`config.mk`:
```
export PLATFORM = sky130hd
export DESIGN_NAME = ysyx_25030093_ifu
export DESIGN_NICKNAME = d
export VERILOG_FILES = /design/src/rtl/ysyx_25030093_ifu_pkg.sv /design/src/rtl/ysyx_25030093_ifu_pcreg.sv /design/src/rtl/ysyx_25030093_ifu.sv
export SDC_FILE = /design/constraint.sdc
export NUM_CORES = 1
export LEC_CHECK = 0
export CAP_MARGIN = 20
export CORE_MARGIN = 5
export CORE_UTILIZATION = 35
export DETAILED_ROUTE_END_ITERATION = 8
export PLACE_DENSITY_LB_ADDON = 0.25
export SYNTH_ARGS = -nofsm -noshare
export SYNTH_HDL_FRONTEND = slang
export SYNTH_HIERARCHICAL = 1
export SYNTH_SLANG_ARGS = --single-unit
export TNS_END_PERCENT = 20
```
`constraint.sdc`:
```
create_clock -name clk -period 1.7 [get_ports clk]
set_input_delay 0.34 -clock clk [delete_from_list [all_inputs] [get_ports clk]]
set_output_delay 0.34 -clock clk [all_outputs]
set_load 0.01 [all_outputs]
```
`src/rtl/ysyx_25030093_ifu_pkg.sv`:
```
// Shared definitions for the instruction fetch unit: FSM encoding,
// default reset PC and bus response codes.
package ysyx_25030093_ifu_pkg;

  localparam int unsigned IFU_ADDR_W   = 32;
  localparam int unsigned IFU_INST_W   = 32;
  localparam logic [31:0] IFU_RESET_PC = 32'h8000_0000;
  localparam logic [1:0]  RESP_OKAY    = 2'b00;

  // Fetch sequence: request address, collect data, present to decode,
  // then wait for write-back to retire and supply the next PC.
  typedef enum logic [1:0] {
    S_ADDR    = 2'd0,
    S_DATA    = 2'd1,
    S_HOLD    = 2'd2,
    S_WAIT_WB = 2'd3
  } ifu_state_e;

endpackage

```
`src/rtl/ysyx_25030093_ifu_pcreg.sv`:
```
// Architectural PC register with word-alignment check.
module ysyx_25030093_ifu_pcreg
  import ysyx_25030093_ifu_pkg::*;
#(
  parameter int unsigned       ADDR_W   = IFU_ADDR_W,
  parameter logic [ADDR_W-1:0] RESET_PC = IFU_RESET_PC
) (
  input  logic              clk,
  input  logic              rst,
  input  logic              load,
  input  logic [ADDR_W-1:0] dnpc,
  output logic [ADDR_W-1:0] pc,
  output logic              misaligned
);

  // PC updates only on reset or on a retirement handshake; wrap is plain truncation.
  // NOTE: sequential state uses non-blocking assignments so every flop samples pre-edge values.
  always_ff @(posedge clk or posedge rst) begin
    if (rst) begin
      pc <= RESET_PC;
    end else if (load) begin
      pc <= dnpc;
    end
  end

  assign misaligned = |pc[1:0];

endmodule

```
`src/rtl/ysyx_25030093_ifu.sv`:
```
// Instruction fetch unit: holds the PC, issues one read per instruction on
// a valid/ready bus, presents {pc, inst, fetch_err} to decode, and waits for
// write-back to retire before fetching the next PC.
module ysyx_25030093_ifu
  import ysyx_25030093_ifu_pkg::*;
#(
  parameter int unsigned       ADDR_W   = IFU_ADDR_W,
  parameter logic [ADDR_W-1:0] RESET_PC = IFU_RESET_PC
) (
  input  logic                  clk,
  input  logic                  rst,
  // write-back retirement handshake
  input  logic                  wbu_valid,
  input  logic [ADDR_W-1:0]     wbu_dnpc,
  output logic                  wbu_ready,
  // memory read bus
  output logic                  mem_arvalid,
  output logic [ADDR_W-1:0]     mem_araddr,
  input  logic                  mem_arready,
  input  logic                  mem_rvalid,
  input  logic [IFU_INST_W-1:0] mem_rdata,
  input  logic [1:0]            mem_rresp,
  output logic                  mem_rready,
  // decode handoff
  output logic                  out_valid,
  input  logic                  in_ready,
  output logic [ADDR_W-1:0]     pc,
  output logic [IFU_INST_W-1:0] inst,
  output logic                  fetch_err
);

  ifu_state_e state_q;
  logic       misaligned;
  logic       pc_load;

  // A retirement is only consumed while waiting for write-back.
  assign pc_load = (state_q == S_WAIT_WB) && wbu_valid;

  ysyx_25030093_ifu_pcreg #(
    .ADDR_W   (ADDR_W),
    .RESET_PC (RESET_PC)
  ) u_pcreg (
    .clk        (clk),
    .rst        (rst),
    .load       (pc_load),
    .dnpc       (wbu_dnpc),
    .pc         (pc),
    .misaligned (misaligned)
  );

  // Fetch FSM plus the instruction/error registers it loads.
  always_ff @(posedge clk or posedge rst) begin
    if (rst) begin
      state_q   <= S_ADDR;
      inst      <= '0;
      fetch_err <= 1'b0;
    end else begin
      case (state_q)
        S_ADDR: begin
          // A misaligned PC never reaches the bus; it is reported as a fault.
          if (misaligned) begin
            inst      <= '0;
            fetch_err <= 1'b1;
            state_q   <= S_HOLD;
          end else if (mem_arready) begin
            state_q <= S_DATA;
          end
        end
        S_DATA: begin
          if (mem_rvalid) begin
            inst      <= mem_rdata;
            fetch_err <= (mem_rresp != RESP_OKAY);
            state_q   <= S_HOLD;
          end
        end
        S_HOLD: begin
          if (in_ready) begin
            state_q <= S_WAIT_WB;
          end
        end
        S_WAIT_WB: begin
          if (wbu_valid) begin
            fetch_err <= 1'b0;
            state_q   <= S_ADDR;
          end
        end
        default: state_q <= S_ADDR;
      endcase
    end
  end

  // Handshake outputs decode directly from the registered state, so reset
  // takes effect on them immediately.
  assign mem_arvalid = (state_q == S_ADDR) && !misaligned;
  assign mem_araddr  = pc;
  assign mem_rready  = (state_q == S_DATA);
  assign out_valid   = (state_q == S_HOLD);
  assign wbu_ready   = (state_q == S_WAIT_WB);

endmodule

```
* Word-level counts from Yosys, hierarchy flattened
Cells that the tools add are included.
Word-level totals: bits in registers 67, logic and storage cells 36
Operators by class: eq/ne operators 8, muxes and demuxes 13, reductions and logical operators 11
Operator list (count):
- 2-to-1 mux 32 bit | 2
- one-hot mux 32 bit (2 select lines) | 1
- 2-to-1 mux 2 bit | 5
- one-hot mux 2 bit (4 select lines) | 1
- AND reduction 4 bit | 2
- != test 2 bit, second input constant | 3
- == test 2 bit, second input constant | 2
- nonzero test 2 bit | 2
- 2-to-1 mux 1 bit | 3
- != test 3 bit, second input constant | 1
- one-hot mux 1 bit (3 select lines) | 1
- AND reduction 3 bit | 1
- nonzero test 3 bit | 1
- == test 2 x 1 -> 1 bit, second input constant | 1
- logical AND 1 bit | 2
- zero test 2 bit | 1
- != test 2 x 1 -> 1 bit, second input constant | 1
- OR reduction 2 bit | 1
- zero test 1 bit | 1

* Longest topological paths before layout
Gate-level depths: netlist (run 1).
depth after elaboration 3, depth in mapped cells 7, gate-level depth less buffers 5

* Hierarchy
Netlist (run 1), hierarchy kept.
Modules (own cells, without submodules):
- ysyx_25030093_ifu | instances 1, cells an instance 136, area each 1696.6 um^2, seq. area each 875.8 um^2
- ysyx_25030093_ifu_pcreg | instances 1, cells an instance 70, area each 1356.3 um^2, seq. area each 802.0 um^2

* Worst setup path after synthesis (run 1)
Ideal clock, no wire load.
path type reg2reg, from register state_q[1], to register inst[0], setup time 0.121 ns, data arrival time 1.729 ns, required time 1.579 ns, setup slack -0.150 ns, stages on the path, launching flop included 8, path buffers 2, clock period less this slack 1.850 ns, cells stage by stage dfrtp_1 -> inv_1 -> ha_1 -> and2b_4 -> or3_4 -> buf_6 -> buf_8 -> a22o_1
Between the ends: longest elaborated chain between the ends 3, elaborated cells on any way between the ends 7, those cells by class eq/ne: 3; mux: 1; reduce/logical: 3
RTL lines:
- start: declaration | line ysyx_25030093_ifu.sv:32 | ifu_state_e state_q;
- start signal: assignment | line ysyx_25030093_ifu.sv:54 | state_q <= S_ADDR;
- start signal: assignment | line ysyx_25030093_ifu.sv:64 | state_q <= S_HOLD;
- start signal: assignment | line ysyx_25030093_ifu.sv:66 | state_q <= S_DATA;
- == test 2 x 1 -> 1 bit *
- net mem_rready | line ysyx_25030093_ifu.sv:23 | output logic mem_rready,
- != test 2 bit (no line) or nonzero test 2 bit (tied branches)
- AND reduction 3 bit (no line)
- end signal: assignment | line ysyx_25030093_ifu.sv:71 | inst <= mem_rdata;
- end: declaration | line ysyx_25030093_ifu.sv:28 | output logic [IFU_INST_W-1:0] inst,
The timed path passes the listed nets; every way through them passes the cells marked *. A chain may end at the register's enable or synchronous reset.

* Final worst setup path (run 1)
from register u_pcreg.pc[1], to output mem_arvalid
Between the ends: longest elaborated chain between the ends 3
RTL lines:
- start: declaration | line ysyx_25030093_ifu_pcreg.sv:12 | output logic [ADDR_W-1:0] pc,
- start signal: assignment | line ysyx_25030093_ifu_pcreg.sv:22 | pc <= dnpc;
- OR reduction 2 bit | line ysyx_25030093_ifu_pcreg.sv:26 | assign misaligned = |pc[1:0];
- net misaligned | line ysyx_25030093_ifu.sv:33 | logic misaligned;
- zero test 1 bit | line ysyx_25030093_ifu.sv:94 | assign mem_arvalid = (state_q == S_ADDR) && !misaligned;
- logical AND 1 bit | line ysyx_25030093_ifu.sv:94
- end: declaration | line ysyx_25030093_ifu.sv:17 | output logic mem_arvalid,
The timed path passes the listed nets, and every way through them passes these cells.

==> run summary, run 1 <==
======================================================================================
Pwr Density .............................................................  1770 nW/µm²
Slack of the critical path ..............................................   -0.0317 ns
Routed length per instance ..............................................      16.9 µm
Total die area ..........................................................    10700 µm²
Worst-margin pin slew ...................................................     0.454 ns
Total routing usage reported by global routing ..........................        14.5%
Highest Clock Rate ......................................................      577 MHz
Crit path launch type ...................................................     register
R2r startpoint ..........................................................   state_q[0]
Class of the most critical setup path ...................................      reg2out
TritonCTS Buffers .......................................................            9
Leakage component of the power ..........................................      2.23 nW
Clock sink total ........................................................           67
# H-tree levels .........................................................            3
Clock insertion delay at the later pin of the skew report ...............      0.33 ns
Clock-pin slew on the worst setup and hold paths ........................      0.08 ns
Hold crit path type .....................................................     in2async
Area added between synthesis and finish .................................        63.6%
Row count ...............................................................           34
Library cell used as clock root buffer .................................. sky130_fd_sc_hd__clkbuf_8
Yosys top cell area share ...............................................        54.1%
Count of mapped cells out of synthesis ..................................          206
Total I/O pin count .....................................................          173
Placed insts ............................................................          462
Pin count of the biggest net entering global routing ....................           36
Post-CTS Hold Fix Bufs ..................................................            0
Maximum capacitance violations ..........................................            0
Post-route insts no fill ................................................          480
Maximum ir drop on the vdd rail .........................................     0.852 mV
Destination of the worst register-to-register timing path ...............      inst[3]
Worst clock skew ........................................................    0.0119 ns
Via density per instance ................................................         4.52
Reg2Reg Setup Slack .....................................................     -0.01 ns
Weighted congestion reported at the end of routability-driven placement .        0.798
Violated checks ......................................................... setup timing
Antenna cells ...........................................................            0
Final antenna-violating net count .......................................            0
Number of storage elements in the synthesis netlist .....................           67
1st-iter DRT viols ......................................................           50
Total core area .........................................................     8590 µm²
Number of remaining DRC errors ..........................................            0
Worst EP required .......................................................      1.36 ns
Largest fanout on the critical path .....................................            5
Height of the chip ......................................................       103 µm
Gate family responsible for the most delay along the worst path ......... simple AND/OR/NAND/NOR gates
Proportion of layout cells with a drive suffix above 1 ..................        23.4%
End of the critical path ................................................  mem_arvalid
Critical Path Stages ....................................................            3
Kind of end point of the critical path .................................. primary output
Global-route wire length before repair ..................................     11900 µm
Final critical delay including setup and external delays ................      1.73 ns
TritonCTS clock tree ....................................................         done
Port Buffer Count .......................................................          172
Highest-delay cell along the critical path .............................. sky130_fd_sc_hd__dfrtp_1
Portion of the post-synthesis area used by sequential elements ..........        55.0%
Overall via count from detail_route .....................................         2169
Post-synthesis cell type with the largest combined area ................. sky130_fd_sc_hd__dfrtp_1
Run status .............................................................. complete, but fails checks
Buffer levels on the longest clock path .................................            2
Period utilization ......................................................         102%
CP startpoint ........................................................... u_pcreg/pc[1]
Crit path cell chain .................................................... or2_2 -> nor2b_4 -> buf_6
Leading cell types in the layout, fill and taps excluded ................ sky130_fd_sc_hd__clkdlybuf4s50_1, sky130_fd_sc_hd__dfrtp_1, sky130_fd_sc_hd__a22o_1
Post-layout nets ........................................................          444
Commonest non-fill, non-tap cell in the layout .......................... sky130_fd_sc_hd__clkdlybuf4s50_1
Pins Over Slew Limit ....................................................            0
Estimated wirelength of the detail-placed design ........................      5980 µm
Depth of the worst register-to-register path ............................            5
Cells taking the most area after synthesis .............................. sky130_fd_sc_hd__dfrtp_1, sky130_fd_sc_hd__mux2_4, sky130_fd_sc_hd__a22o_1
Number of iterations in the first detailed-routing pass .................            4
Horizontal die dimension ................................................       103 µm
Count of buffer and inverter cells on the critical path .................            1
Number of different library cells in the post-synthesis netlist .........           28
Number of nets in the synthesized netlist ...............................          283
Number of antenna violations at the first check in global routing .......            0
Routed wire length ......................................................      8120 µm
Setup violators final ...................................................           14
Number of synthesis warnings ............................................            6
Mapped Area .............................................................     3050 µm²
Synthesized area divided by synthesized cell count ......................     14.8 µm²
Filler cell count in the final layout ...................................          714
Number of global-route vias before repair ...............................         2277
RSZ-0062 raised after global routing ....................................          yes
Number of hold violations in the final report ...........................            0
Effective utilization at floorplan ......................................        35.5%
Peak per-stage delay on the critical path ...............................      0.38 ns
Slew HR .................................................................        69.7%
Arr. time, crit path ....................................................      1.39 ns
Setup TNS ...............................................................    -0.114 ns
Congestion Overflow GR ..................................................            0
======================================================================================
[where the power goes]
| group | internal (W) | switching, W |
|---|---|---|
| Combinational | 0.00305 | 0.00185 |
| Clock | 0.000675 | 0.000623 |
| Sequential | 0.00220 | 0.000422 |
[flip-flops by register name (all words and copies together), names as in the netlist]
name        count
fetch_err       1
inst           32
state_q         2
u_pcreg/pc     32
[cells in the mapped netlist]
| master | number |
|---|---|
| sky130_fd_sc_hd__dfrtp_1 | 66 |
| sky130_fd_sc_hd__a22o_1 | 32 |
| sky130_fd_sc_hd__buf_4 | 32 |
| sky130_fd_sc_hd__mux2_4 | 30 |
| sky130_fd_sc_hd__ha_1 | 5 |
| sky130_fd_sc_hd__inv_1 | 5 |
| sky130_fd_sc_hd__buf_12 | 3 |
| sky130_fd_sc_hd__buf_8 | 3 |
| sky130_fd_sc_hd__clkbuf_1 | 3 |
| sky130_fd_sc_hd__nor2b_1 | 3 |
| sky130_fd_sc_hd__buf_6 | 2 |
| sky130_fd_sc_hd__mux2_2 | 2 |
| sky130_fd_sc_hd__nand2_1 | 2 |
| sky130_fd_sc_hd__nor2_1 | 2 |
| sky130_fd_sc_hd__o21ai_0 | 2 |
| sky130_fd_sc_hd__o41ai_1 | 2 |
| sky130_fd_sc_hd__a2111o_1 | 1 |
| sky130_fd_sc_hd__a2111oi_0 | 1 |
| sky130_fd_sc_hd__a21oi_1 | 1 |
| sky130_fd_sc_hd__and2_1 | 1 |
| sky130_fd_sc_hd__and2b_4 | 1 |
| sky130_fd_sc_hd__dfstp_2 | 1 |
| sky130_fd_sc_hd__mux2_1 | 1 |
| sky130_fd_sc_hd__mux2i_1 | 1 |
| sky130_fd_sc_hd__nor2b_4 | 1 |
| sky130_fd_sc_hd__nor4_1 | 1 |
| sky130_fd_sc_hd__or2_2 | 1 |
| sky130_fd_sc_hd__or3_4 | 1 |
[tightest hold or removal path: stages]
cell and delay (ns):
sky130_fd_sc_hd__clkdlybuf4s50_1 0.42, sky130_fd_sc_hd__inv_1 0.10, sky130_fd_sc_hd__buf_12 0.21
[worst min-delay path by stage]
stage / end / slack, ns / depth (start not counted)
2_1_floorplan: u_pcreg/pc[0] / 0.46 / 1
3_3_place_gp: inst[4] / 0.49 / 1
3_5_place_dp: fetch_err / 0.50 / 1
4_1_cts: u_pcreg/pc[24] / 0.37 / 3
5_1_grt: u_pcreg/pc[15] / 0.40 / 3
6_report: u_pcreg/pc[20] / 0.38 / 3
[cell families (layout without fill, tap and decap cells)]
kind of cell	Yosys count	in the layout	share of synthesized area [%]
flip-flops	67	67	55.0
buffers and inverters	48	213	13.0
AO/OA/AOI/OAI	39	39	10.9
multiplexers	34	34	16.2
AND/OR/NAND/NOR	13	14	2.87
adder cells (fa/ha/maj)	5	5	2.05
[area by class of cell]
| type | instances | area, µm² | share of cell area [%] |
|---|---|---|---|
| well taps | 108 | 135 | 2.70 |
| flip-flops and latches | 67 | 1680 | 33.6 |
| multi-input cells | 92 | 1050 | 21.0 |
| clock inverters | 7 | 67.6 | 1.35 |
| repair buffers | 192 | 1920 | 38.5 |
| inverters | 5 | 21.3 | 0.426 |
| clock buffers | 9 | 124 | 2.48 |
[routing by layer]
| layer | wire length [µm] | track usage, % | vias to the layer above |
|---|---|---|---|
| met5 | 0 | 0 | - |
| met4 | 110 | 5.68 | 0 |
| met3 | 485 | 3.02 | 8 |
| met2 | 4270 | 25.3 | 74 |
| met1 | 3260 | 17.5 | 1065 |
| li1 | - | - | 1022 |
[metrics by stage]
step / util (%) / cell area (µm²) / hold slack (ns) / total power, W / worst slack [ns]
2_1_floorplan: - / 3080 / 0.455 / 0.00553 / -0.0357
3_3_place_gp: 55.2 / 4740 / 0.490 / 0.00738 / -0.192
3_5_place_dp: 55.2 / 4740 / 0.496 / 0.00748 / -0.211
4_1_cts: 57.7 / 4960 / 0.368 / 0.00887 / -0.0585
5_1_grt: 58.1 / 5000 / 0.395 / 0.00938 / -0.0981
6_report: 58.1 / 5000 / 0.382 / 0.00882 / -0.0317
[repair_timing]
action,CTS,global route
pin swaps,3,1
resized for setup,20,9
endpoints found under the hold margin,0,0
setup buffers,1,0
endpoints found under the setup margin,39,40
cloned,0,1
No activity file was read; power rests on OpenSTA's default activity.
==> inputs of run 2 (changes only) <==
--- a/config.mk
+++ b/config.mk
@@ -10,6 +10,7 @@
 export CORE_UTILIZATION = 35
 export DETAILED_ROUTE_END_ITERATION = 8
 export PLACE_DENSITY_LB_ADDON = 0.25
+export SLEW_MARGIN = 5
 export SYNTH_ARGS = -nofsm -noshare
 export SYNTH_HDL_FRONTEND = slang
 export SYNTH_HIERARCHICAL = 1
==> results of run 2 <==
No change in the layout: final DEF, timing and power equal those of run 1.
==> inputs of run 3 (changes only) <==
--- a/config.mk
+++ b/config.mk
@@ -9,7 +9,9 @@
 export CORE_MARGIN = 5
 export CORE_UTILIZATION = 35
 export DETAILED_ROUTE_END_ITERATION = 8
+export GPL_ROUTABILITY_DRIVEN = 0
 export PLACE_DENSITY_LB_ADDON = 0.25
+export SKIP_LAST_GASP = 1
 export SLEW_MARGIN = 5
 export SYNTH_ARGS = -nofsm -noshare
 export SYNTH_HDL_FRONTEND = slang
==> run 3 against run 2 <==
The flow still finishes with violations (setup timing). Die area unchanged. Cell count unchanged. Via count decreased by 0.51%. Sequential share of layout area about the same. Clock skew about the same. Fmax decreased by 0.93%. Register-to-register slack got worse by 0.04 ns. Critical endpoint is now inst[3]. Largest cell class unchanged. Largest power group unchanged. Highest routed layer unchanged.
==> run summary, run 3 (same netlist as run 1, synthesis figures left out) <==
================================================================================
Antenna cells .....................................................            0
Routed wire length ................................................      8150 µm
Post-layout nets ..................................................          444
Hold WS ...........................................................     0.376 ns
Relative contribution of combinational cells to total power .......        55.8%
Power after layout ................................................    0.00888 W
Final critical delay including setup and external delays ..........      1.75 ns
Clock sink total ..................................................           67
Overall via count from detail_route ...............................         2158
Horizontal die dimension ..........................................       103 µm
Number of remaining DRC errors ....................................            0
Row count .........................................................           34
Run status ........................................................ complete, but fails checks
Leading cell types in the layout, fill and taps excluded .......... sky130_fd_sc_hd__clkdlybuf4s50_1, sky130_fd_sc_hd__dfrtp_1, sky130_fd_sc_hd__a22o_1
Pin count of the biggest net entering global routing ..............           36
Highest Clock Rate ................................................      572 MHz
Pins Over Slew Limit ..............................................            0
TritonCTS clock tree ..............................................         done
Clock insertion delay at the later pin of the skew report .........      0.33 ns
Worst clock skew ..................................................    0.0123 ns
Effective utilization at floorplan ................................        35.5%
Number of antenna violations at the first check in global routing .            0
Relative contribution of the clock network to total power .........        14.7%
Buffer levels on the longest clock path ...........................            2
Post-route cell area ..............................................     4990 µm²
Post-CTS Hold Fix Bufs ............................................            0
Number of hold violations in the final report .....................            0
Total routing usage reported by global routing ....................        14.5%
Post-DP Area ......................................................     4740 µm²
Commonest non-fill, non-tap cell in the layout .................... sky130_fd_sc_hd__clkdlybuf4s50_1
Maximum capacitance violations ....................................            0
Total core area ...................................................     8590 µm²
Filler cell count in the final layout .............................          713
Arr. time, crit path ..............................................      1.96 ns
Violated checks ................................................... setup timing
Biggest registers after layout .................................... inst (32), u_pcreg/pc (32), state_q (2)
Slack of the critical path ........................................   -0.0480 ns
Global-route wire length before repair ............................     11900 µm
Largest fanout on the critical path ...............................           16
Crit path launch type .............................................     register
Multi-input logic area ............................................     1050 µm²
Period utilization ................................................         103%
RSZ-0062 raised after global routing ..............................          yes
Hold crit path type ...............................................     in2async
Routed length per instance ........................................      17.0 µm
Worst EP required .................................................      1.92 ns
# H-tree levels ...................................................            3
Port Buffer Count .................................................          172
Switching component of the power ..................................    0.00291 W
Leakage component of the power ....................................      2.19 nW
Proportion of layout cells with a drive suffix above 1 ............        23.4%
Post-route insts no fill ..........................................          480
Area added between synthesis and finish ...........................        63.6%
Cell-internal power ...............................................    0.00597 W
Pwr Density .......................................................  1780 nW/µm²
Congestion Overflow GR ............................................            0
Fraction of power consumed by sequential logic ....................        29.5%
Switching power as a share of total power .........................        32.8%
Class of the most critical setup path .............................      reg2reg
Clock-pin slew on the worst setup and hold paths ..................      0.08 ns
Maximum ir drop on the vdd rail ...................................     0.863 mV
Via density per instance ..........................................         4.50
Kind of end point of the critical path ............................     register
TritonCTS Buffers .................................................            9
Height of the chip ................................................       103 µm
Final antenna-violating net count .................................            0
Number of global-route vias before repair .........................         2276
Slew HR ...........................................................        69.2%
Worst-margin pin slew .............................................     0.461 ns
Library cell used as clock root buffer ............................ sky130_fd_sc_hd__clkbuf_8
Setup violators final .............................................           22
Storage element area ..............................................     1680 µm²
Total I/O pin count ...............................................          173
Number of iterations in the first detailed-routing pass ...........            4
1st-iter DRT viols ................................................           56
Estimated wirelength of the detail-placed design ..................      5980 µm
Placed insts ......................................................          462
Total die area ....................................................    10700 µm²
================================================================================
==> run 3: cell count changes in the layout (fill, tap and decap cells not counted), sizes merged <==
cell | before | now
clkdlybuf4s50 | 162 | 166
dlymetal6s2s | 4 | 0
==> run 3: worst paths after layout <==
| check | from | to | slack [ns] | cells past startpoint |
|---|---|---|---|---|
| setup reg to reg | state_q[0] | inst[3] | -0.05 | 5 |
| setup / recovery | state_q[0] | inst[3] | -0.05 | 5 |
| max in group asynchronous | rst | inst[9] | 0.93 | 3 |
| min in group clk | inst[31] | inst[31] | 0.51 | 1 |
| hold reg to reg | inst[31] | inst[31] | 0.51 | 1 |
| hold / removal | rst | u_pcreg/pc[20] | 0.38 | 3 |
==> run 3: per-stage QoR <==
stage | utilization (%) | setup TNS, ns | setup slack, ns
2_1_floorplan | - | -1.07 | -0.0357
3_5_place_dp | 55.2 | -6.19 | -0.211
4_1_cts | 57.6 | -2.56 | -0.191
3_3_place_gp | 55.2 | -5.69 | -0.192
5_1_grt | 58.1 | -1.88 | -0.102
6_report | 58.1 | -0.305 | -0.0480
==> run 3: layout make-up <==
class	instances	area share, %
clock inverter	7	1.35
clock buffer	9	2.48
multi-input combinational	92	21.0
inverter	5	0.426
timing repair buffer	192	38.4
tap	108	2.71
sequential	67	33.6
==> run 3: power by group through the flow <==
stage	clock [W]	combinational, W	sequential, W
2_1_floorplan	0	0.00266	0.00288
3_3_place_gp	0	0.00473	0.00265
3_5_place_dp	0	0.00481	0.00267
4_1_cts	0.00135	0.00485	0.00264
5_1_grt	0.00144	0.00527	0.00273
6_report	0.00130	0.00496	0.00262
==> run 3: timing repair <==
item	in CTS	in global routing
endpoints found under the setup margin	39	42
gates resized for setup	15	11
setup buffers	1	0
gates cloned	0	1
pin swaps	0	2
==> run 3: worst max-delay path, stage by stage (launching register included) <==
cell,delay (ns)
sky130_fd_sc_hd__dfrtp_1,0.39
sky130_fd_sc_hd__buf_6,0.13
sky130_fd_sc_hd__ha_4,0.17
sky130_fd_sc_hd__and2b_4,0.18
sky130_fd_sc_hd__or3_4,0.48
sky130_fd_sc_hd__a22o_1,0.27
==> run 3: layer usage <==
metal  track usage [%]  wire length (µm)  up-vias
li1                  -                 -     1023
met1              17.5              3320     1061
met2              25.3              4330       68
met3              3.02               439        6
met4              5.68                59        0
met5                 0                 0        -
